File: src/rtl/dmem_arbiter_pkg.sv
// Shared definitions for the data-memory arbiter: FSM encoding, memory depth
// and requester port ids.
package dmem_arbiter_pkg;

  typedef enum logic [1:0] {
    ST_IDLE   = 2'd0,
    ST_ACCESS = 2'd1,
    ST_RESP   = 2'd2
  } arb_state_t;

  localparam int   DMEM_DEPTH = 256;
  localparam logic PORT_CPU   = 1'b0;
  localparam logic PORT_DMA   = 1'b1;

endpackage

File: src/rtl/dmem_arbiter_if.sv
// Bundle of both requester handshakes plus the data-memory control bus.
// The arbiter uses the slave view; requesters and memory use the master view.
interface dmem_arbiter_if #(
  parameter int ADDR_W = 32,
  parameter int DATA_W = 32
);
  logic              req0_valid;
  logic              req0_we;
  logic [ADDR_W-1:0] req0_addr;
  logic [DATA_W-1:0] req0_wdata;
  logic              req0_ready;
  logic              rsp0_valid;
  logic [DATA_W-1:0] rsp0_rdata;
  logic              rsp0_err;

  logic              req1_valid;
  logic              req1_we;
  logic [ADDR_W-1:0] req1_addr;
  logic [DATA_W-1:0] req1_wdata;
  logic              req1_ready;
  logic              rsp1_valid;
  logic [DATA_W-1:0] rsp1_rdata;
  logic              rsp1_err;

  logic [ADDR_W-1:0] mem_addr;
  logic [DATA_W-1:0] mem_wdata;
  logic              mem_write;
  logic              mem_read;
  logic [DATA_W-1:0] mem_rdata;

  modport slave (
    input  req0_valid, req0_we, req0_addr, req0_wdata,
    output req0_ready, rsp0_valid, rsp0_rdata, rsp0_err,
    input  req1_valid, req1_we, req1_addr, req1_wdata,
    output req1_ready, rsp1_valid, rsp1_rdata, rsp1_err,
    output mem_addr, mem_wdata, mem_write, mem_read,
    input  mem_rdata
  );

  modport master (
    output req0_valid, req0_we, req0_addr, req0_wdata,
    input  req0_ready, rsp0_valid, rsp0_rdata, rsp0_err,
    output req1_valid, req1_we, req1_addr, req1_wdata,
    input  req1_ready, rsp1_valid, rsp1_rdata, rsp1_err,
    input  mem_addr, mem_wdata, mem_write, mem_read,
    output mem_rdata
  );

endinterface

File: src/rtl/dmem_arbiter_rr_arb2.sv
// Two-way round-robin grant. On contention the port not granted last wins;
// the pointer moves only when the grant is actually taken.
module rr_arb2
  import dmem_arbiter_pkg::*;
(
  input  logic       clk,
  input  logic       rst_n,
  input  logic [1:0] i_req,
  input  logic       i_accept,
  output logic       o_gnt_valid,
  output logic       o_gnt_id
);

  logic r_last;
  logic w_id;

  always_comb begin
    w_id = i_req[1];
    if (i_req == 2'b11) begin
      w_id = ~r_last;
    end
  end

  assign o_gnt_valid = |i_req;
  assign o_gnt_id    = w_id;

  // Reset as "DMA granted last" so the CPU port wins the first contention.
  always_ff @(posedge clk or negedge rst_n) begin
    if (!rst_n) begin
      r_last <= PORT_DMA;
    end else if (i_accept) begin
      r_last <= w_id;
    end
  end

endmodule

File: src/rtl/dmem_arbiter.sv
// Shares the single-port data memory between the CPU and DMA ports. Each access
// is latched, driven for exactly one cycle, then answered with a tagged response.
module dmem_arbiter
  import dmem_arbiter_pkg::*;
#(
  parameter int ADDR_W = 32,
  parameter int DATA_W = 32,
  parameter int DEPTH  = DMEM_DEPTH
) (
  input  logic           clk,
  input  logic           rst_n,
  dmem_arbiter_if.slave  bus
);

  arb_state_t        r_state;
  logic              r_port;
  logic              r_we;
  logic [ADDR_W-1:0] r_addr;
  logic [DATA_W-1:0] r_wdata;
  logic              r_err;
  logic              r_mem_read;
  logic              r_mem_write;
  logic [1:0]        r_rsp_valid;
  logic [DATA_W-1:0] r_rsp_rdata;
  logic              r_rsp_err;

  logic              w_gnt_valid;
  logic              w_gnt_id;
  logic              w_accept;
  logic              w_sel_we;
  logic [ADDR_W-1:0] w_sel_addr;
  logic [DATA_W-1:0] w_sel_wdata;
  logic              w_sel_oor;

  rr_arb2 u_rr_arb2 (
    .clk         (clk),
    .rst_n       (rst_n),
    .i_req       ({bus.req1_valid, bus.req0_valid}),
    .i_accept    (w_accept),
    .o_gnt_valid (w_gnt_valid),
    .o_gnt_id    (w_gnt_id)
  );

  // rst_n gates the ready path so no handshake completes while reset is held.
  assign w_accept    = rst_n && (r_state == ST_IDLE) && w_gnt_valid;
  assign w_sel_we    = (w_gnt_id == PORT_DMA) ? bus.req1_we    : bus.req0_we;
  assign w_sel_addr  = (w_gnt_id == PORT_DMA) ? bus.req1_addr  : bus.req0_addr;
  assign w_sel_wdata = (w_gnt_id == PORT_DMA) ? bus.req1_wdata : bus.req0_wdata;
  assign w_sel_oor   = (w_sel_addr >= ADDR_W'(DEPTH));

  always_ff @(posedge clk or negedge rst_n) begin
    if (!rst_n) begin
      r_state     <= ST_IDLE;
      r_port      <= PORT_CPU;
      r_we        <= 1'b0;
      r_addr      <= '0;
      r_wdata     <= '0;
      r_err       <= 1'b0;
      r_mem_read  <= 1'b0;
      r_mem_write <= 1'b0;
      r_rsp_valid <= 2'b00;
      r_rsp_rdata <= '0;
      r_rsp_err   <= 1'b0;
    end else begin
      case (r_state)
        ST_IDLE: begin
          if (w_accept) begin
            r_port      <= w_gnt_id;
            r_we        <= w_sel_we;
            r_addr      <= w_sel_addr;
            r_wdata     <= w_sel_wdata;
            r_err       <= w_sel_oor;
            r_mem_read  <= !w_sel_oor && !w_sel_we;
            r_mem_write <= !w_sel_oor && w_sel_we;
            r_state     <= ST_ACCESS;
          end
        end
        ST_ACCESS: begin
          r_mem_read  <= 1'b0;
          r_mem_write <= 1'b0;
          r_rsp_valid <= (r_port == PORT_DMA) ? 2'b10 : 2'b01;
          r_rsp_rdata <= (r_we || r_err) ? '0 : bus.mem_rdata;
          r_rsp_err   <= r_err;
          r_state     <= ST_RESP;
        end
        ST_RESP: begin
          r_rsp_valid <= 2'b00;
          r_rsp_rdata <= '0;
          r_rsp_err   <= 1'b0;
          r_state     <= ST_IDLE;
        end
        default: begin
          r_state <= ST_IDLE;
        end
      endcase
    end
  end

  assign bus.req0_ready = w_accept && (w_gnt_id == PORT_CPU);
  assign bus.req1_ready = w_accept && (w_gnt_id == PORT_DMA);

  // Address and data stay parked on the bus from acceptance through RESP.
  assign bus.mem_addr  = r_addr;
  assign bus.mem_wdata = r_wdata;
  assign bus.mem_read  = r_mem_read;
  assign bus.mem_write = r_mem_write;

  assign bus.rsp0_valid = r_rsp_valid[0];
  assign bus.rsp0_rdata = r_rsp_valid[0] ? r_rsp_rdata : '0;
  assign bus.rsp0_err   = r_rsp_valid[0] && r_rsp_err;
  assign bus.rsp1_valid = r_rsp_valid[1];
  assign bus.rsp1_rdata = r_rsp_valid[1] ? r_rsp_rdata : '0;
  assign bus.rsp1_err   = r_rsp_valid[1] && r_rsp_err;

endmodule

File: src/flat_wrapper.sv
// flat-port wrapper written by rule: the top's interface ports become plain ports
module dmem_arbiter_flat import dmem_arbiter_pkg::*;
#(
  parameter int ADDR_W = 32,
  parameter int DATA_W = 32,
  parameter int DEPTH  = DMEM_DEPTH
)
  (clk, rst_n, bus_req0_valid, bus_req0_we, bus_req0_addr, bus_req0_wdata, bus_req0_ready, bus_rsp0_valid, bus_rsp0_rdata, bus_rsp0_err, bus_req1_valid, bus_req1_we, bus_req1_addr, bus_req1_wdata, bus_req1_ready, bus_rsp1_valid, bus_rsp1_rdata, bus_rsp1_err, bus_mem_addr, bus_mem_wdata, bus_mem_write, bus_mem_read, bus_mem_rdata);
  dmem_arbiter_if #(.ADDR_W(ADDR_W), .DATA_W(DATA_W)) bus_i ();
  input  logic clk;
  input  logic rst_n;
  input wire logic [$bits(bus_i.req0_valid)-1:0] bus_req0_valid;
  input wire logic [$bits(bus_i.req0_we)-1:0] bus_req0_we;
  input wire logic [$bits(bus_i.req0_addr)-1:0] bus_req0_addr;
  input wire logic [$bits(bus_i.req0_wdata)-1:0] bus_req0_wdata;
  output wire logic [$bits(bus_i.req0_ready)-1:0] bus_req0_ready;
  output wire logic [$bits(bus_i.rsp0_valid)-1:0] bus_rsp0_valid;
  output wire logic [$bits(bus_i.rsp0_rdata)-1:0] bus_rsp0_rdata;
  output wire logic [$bits(bus_i.rsp0_err)-1:0] bus_rsp0_err;
  input wire logic [$bits(bus_i.req1_valid)-1:0] bus_req1_valid;
  input wire logic [$bits(bus_i.req1_we)-1:0] bus_req1_we;
  input wire logic [$bits(bus_i.req1_addr)-1:0] bus_req1_addr;
  input wire logic [$bits(bus_i.req1_wdata)-1:0] bus_req1_wdata;
  output wire logic [$bits(bus_i.req1_ready)-1:0] bus_req1_ready;
  output wire logic [$bits(bus_i.rsp1_valid)-1:0] bus_rsp1_valid;
  output wire logic [$bits(bus_i.rsp1_rdata)-1:0] bus_rsp1_rdata;
  output wire logic [$bits(bus_i.rsp1_err)-1:0] bus_rsp1_err;
  output wire logic [$bits(bus_i.mem_addr)-1:0] bus_mem_addr;
  output wire logic [$bits(bus_i.mem_wdata)-1:0] bus_mem_wdata;
  output wire logic [$bits(bus_i.mem_write)-1:0] bus_mem_write;
  output wire logic [$bits(bus_i.mem_read)-1:0] bus_mem_read;
  input wire logic [$bits(bus_i.mem_rdata)-1:0] bus_mem_rdata;
  assign bus_i.req0_valid = bus_req0_valid;
  assign bus_i.req0_we = bus_req0_we;
  assign bus_i.req0_addr = bus_req0_addr;
  assign bus_i.req0_wdata = bus_req0_wdata;
  assign bus_req0_ready = bus_i.req0_ready;
  assign bus_rsp0_valid = bus_i.rsp0_valid;
  assign bus_rsp0_rdata = bus_i.rsp0_rdata;
  assign bus_rsp0_err = bus_i.rsp0_err;
  assign bus_i.req1_valid = bus_req1_valid;
  assign bus_i.req1_we = bus_req1_we;
  assign bus_i.req1_addr = bus_req1_addr;
  assign bus_i.req1_wdata = bus_req1_wdata;
  assign bus_req1_ready = bus_i.req1_ready;
  assign bus_rsp1_valid = bus_i.rsp1_valid;
  assign bus_rsp1_rdata = bus_i.rsp1_rdata;
  assign bus_rsp1_err = bus_i.rsp1_err;
  assign bus_mem_addr = bus_i.mem_addr;
  assign bus_mem_wdata = bus_i.mem_wdata;
  assign bus_mem_write = bus_i.mem_write;
  assign bus_mem_read = bus_i.mem_read;
  assign bus_i.mem_rdata = bus_mem_rdata;
  dmem_arbiter #(.ADDR_W(ADDR_W), .DATA_W(DATA_W), .DEPTH(DEPTH)) u_core (.clk(clk), .rst_n(rst_n), .bus(bus_i));
endmodule
File: config.mk
export PLATFORM = sky130hd
export DESIGN_NAME = dmem_arbiter_flat
export DESIGN_NICKNAME = d
export VERILOG_FILES = /design/src/rtl/dmem_arbiter_pkg.sv /design/src/rtl/dmem_arbiter_if.sv /design/src/rtl/dmem_arbiter_rr_arb2.sv /design/src/rtl/dmem_arbiter.sv /design/src/flat_wrapper.sv
export SDC_FILE = /design/constraint.sdc
export NUM_CORES = 1
export LEC_CHECK = 0
export CORE_MARGIN = 2
export CORE_UTILIZATION = 38
export DETAILED_ROUTE_END_ITERATION = 10
export GPL_TIMING_DRIVEN = 0
export PLACE_DENSITY = 0.82
export SLEW_MARGIN = 20
export SYNTH_ARGS = -nofsm -noshare
export SYNTH_HDL_FRONTEND = slang
export SYNTH_HIERARCHICAL = 1
export SYNTH_SLANG_ARGS = --single-unit
File: constraint.sdc
create_clock -name clk -period 2.1 [get_ports clk]
set_input_delay 0.21 -clock clk [delete_from_list [all_inputs] [get_ports clk]]
set_output_delay 0.21 -clock clk [all_outputs]
set_load 0.02 [all_outputs]
==> results by group <==
CTS
  – CTS clock-pin slew for the worst setup and hold paths: approximately 70 ps
  – Clock latency on the worst-skew pair: ~340 ps
  – Clock sink count: about 110
  – Root Buffer: clkbuf_16
  – CTS tree: done
  – H-tree depth: 3
  – Clk buf depth: 2
  – Inserted Clock Buffers: 9

Status
  – Failing checks: negative hold slack
  – Status: complete, but fails checks

Setup path
  – Reg2Reg Setup Slack: about 150 ps
  – Crit path max-delay family: buffers and inverters
  – CP bufs+invs: 4
  – Kind of critical path: flip-flop to output port
  – Startpoint types: flip-flop
  – Critical-path cell list: a21boi_2 -> buf_2 -> buf_6 -> buf_4 -> nor2_1 -> buf_2
  – Max FO, Critical Path: 10
  – Critical Path Slowest Stage Cell: dfstp_2
  – Worst r2r src: u_core/r_state[0]$_DFFE_PN0P_
  – R2r endpoint: u_core/r_rsp_rdata[27]$_DFFE_PN0P_
  – Arrival time at the worst endpoint: ~1800 ps
  – Crit path top cell by count: buf_2
  – Worst path max stage delay: about 540 ps
  – CP required: between 1500 and 2000 ps
  – Reg2Reg Depth: 6
  – Crit path capture type: output port

Final layout
  – Area of the multi-input gates: approximately 0.0022 mm²
  – Layout Utilization: 0.664
  – Nets: about 1000
  – Sequential cell area: ~0.0027 mm²
  – P&R area growth vs syn: 70.7%
  – Fill count: 1109
  – # diodes: 0
  – Final Instance Area: 0.00880 mm²
  – Commonest cells after routing, fill and taps aside: 277 x clkdlybuf4s50_1, 105 x dfrtp_1, 101 x nand2_1
  – Commonest non-fill, non-tap cell in the layout: clkdlybuf4s50_1
  – Share of layout cells above drive strength 1: 0.0643

STA
  – Relative slew slack: 0.577
  – Clock skew: around 4.3 ps
  – Finish-stage setup viols: 0
  – Slew @ Worst Pin: around 630 ps
  – Final Cycle Share: 0.971
  – Tmin final: about 2000 ps
  – Pins Over Slew Limit: 0
  – WHS: -165 ps
  – Hold Violations, Final: slightly below 60
  – Max Clk Rate: 490 MHz
  – RSZ-0062 raised after global routing: true
  – Worst setup margin: 61.2 ps

Yosys
  – Synth warn: 6
  – Yosys cell types: 30
  – Seq/Total Area, Yosys: 0.520
  – Leading area contributor after synthesis: dfrtp_1
  – Mapped cell area: 0.00515 mm²
  – Top cells by area, synth: dfrtp_1 51%, mux2i_1 13%, nand2_1 7.4%
  – Syn Inst Count: 551
  – Syn nets: approximately 700
  – Synthesized area per cell: 9.35 µm²
  – Synthesized flop and latch total: approximately 110
  – Yosys top cell area share: 0.515

Placement
  – Number of port buffers: between 300 and 400
  – RD Place Congestion: about 0.80
  – Setup WS pre-CTS: -614 ps
  – HPWL Detailed: ~13000 µm
  – DP Area: roughly 0.0084 mm²

Die
  – CORE AREA: between 0.01 and 0.015 mm²
  – Initial core utilization: 0.389
  – Die area: between 0.01 and 0.015 mm²
  – Die Width: roughly 120 µm
  – # IOs: 302
  – Die Height: 120 µm
  – Std cell rows: 42

Min path
  – Worst min path class: input pin to asynchronous set/reset pin

GRT
  – Number of global-route vias before repair: 5008
  – Grt met2 use: 0.414
  – Total gr overflow: 0
  – Grt met1 use: 0.275
  – First-pass GRT wire length: 26500 µm
  – Total track usage: 0.236
  – GR Util met3: 0.0745
  – GRT busiest layer: met2
  – Largest net degree at the start of global routing: approximately 60
  – Initial antenna violation count: 0

Power and ir drop
  – Peak supply drop: approximately 0.00064 V
  – Tot Pwr: 0.00919 W
  – Power per cell area: 1040 mW/mm²
  – Leak Pwr: between 3 and 4 nW

Route
  – WL final: roughly 17000 µm
  – Remaining antenna violation count: 0
  – Drt drc: 0
  – Vias: 5116
  – DR iter-0 viols: between 200 and 250
  – DR WL/cell: 16.3 µm
  – Vias/cell: 4.89
  – Drt pass-1 iters: 4

Job
  – Max-Cap Viols: 0
## how the worst max path moves through the flow
| stage | startpoint | end | slack [ps] | cells past startpoint |
|---|---|---|---|---|
| 6_report | u_core/u_rr_arb2/r_last$_DFFE_PN1P_ | bus_req0_ready | 60 | 6 |
| 5_1_grt | u_core/u_rr_arb2/r_last$_DFFE_PN1P_ | bus_req0_ready | -20 | 6 |
| 2_1_floorplan | u_core/u_rr_arb2/r_last$_DFFE_PN1P_ | bus_req0_ready | 530 | 5 |
| 4_1_cts | u_core/u_rr_arb2/r_last$_DFFE_PN1P_ | bus_req0_ready | -120 | 6 |
| 3_5_place_dp | rst_n | bus_req0_ready | -610 | 6 |
| 3_3_place_gp | rst_n | bus_req0_ready | -4840 | 5 |
## layer usage
metal / up-vias / wire (µm)
met2: 224 / 8730
met5: - / 0
met1: 2426 / 6690
met3: 12 / 1480
met4: 0 / 204
li1: 2454 / -
## final cells by class
cell class,instances,share of cell area
clock inverters,5,0.00683
repair buffers,304,0.348
plain buffers,35,0.0213
flip-flops and latches,107,0.305
inverters,38,0.0166
clock buffers,11,0.0287
well taps,176,0.0250
multi-input cells,371,0.249
## per-stage QoR
| stage | TNS [ps] | cells | hold slack [ps] |
|---|---|---|---|
| global placement | -681230 | 1028 | 461 |
| floorplan | 0 | 551 | -85.6 |
| global route | -25.7 | 1047 | -135 |
| detailed placement | -5910 | 1029 | 224 |
| CTS | -118 | 1047 | -156 |
| finish | 0 | 1047 | -165 |
## state kept, by name, summed over array words and instances (netlist names), 2 cells and up
signal and cells:
u_core/bus.mem_addr 32, u_core/bus.mem_wdata 32, u_core/r_rsp_rdata 32, u_core/r_rsp_valid 2
u_core/r_state 2
## where the power goes
| group | switching, W | total, W | internal (W) |
|---|---|---|---|
| sequential | 0.000371 | 0.00309 | 0.00272 |
| clock | 0.000771 | 0.00177 | 0.000995 |
| combinational | 0.00239 | 0.00433 | 0.00195 |
| total | 0.00353 | 0.00919 | 0.00566 |
## worst reg2reg max path, cell delays in order, from the launching register on
cell     delay (ps)
dfrtp_1         370
inv_1           120
ha_1            260
nor4b_2         610
buf_2           350
nand2_1          80
o21ai_0          80
## repair_timing
action | 4_1_cts | 5_1_grt
setup endpoints to repair | 62 | 10
hold endpoints to repair | 59 | 59
setup buffers | 2 | 0
resized for setup | 36 | 12
cloned | 0 | 0
## synthesized netlist by cell type
| master | count |
|---|---|
| a21boi_2 | 1 |
| a21o_1 | 1 |
| and2_1 | 34 |
| buf_2 | 13 |
| buf_4 | 3 |
| clkbuf_1 | 19 |
| clkinv_1 | 1 |
| dfrtp_1 | 106 |
| dfstp_2 | 1 |
| ha_1 | 4 |
| inv_1 | 36 |
| inv_2 | 1 |
| mux2_2 | 1 |
| mux2_4 | 1 |
| mux2i_1 | 65 |
| nand2_1 | 101 |
| nand3_2 | 1 |
| nand3b_1 | 2 |
| nand4_1 | 3 |
| nand4b_1 | 1 |
| nor2_1 | 35 |
| nor4_1 | 12 |
| nor4b_2 | 1 |
| o211ai_1 | 2 |
| o21a_1 | 1 |
| o21ai_0 | 72 |
| o21ai_1 | 30 |
| o22a_1 | 1 |
| o31ai_2 | 1 |
| or2_1 | 1 |
## cell families after synthesis
kind of cell	synth area share
AOI/OAI and AO/OA	0.111
adders and majority gates	0.00971
buffers and inverters	0.0585
DFF	0.520
muxes	0.131
and+or+nand+nor	0.169
Note: power is estimated with default switching activity, not from simulation.
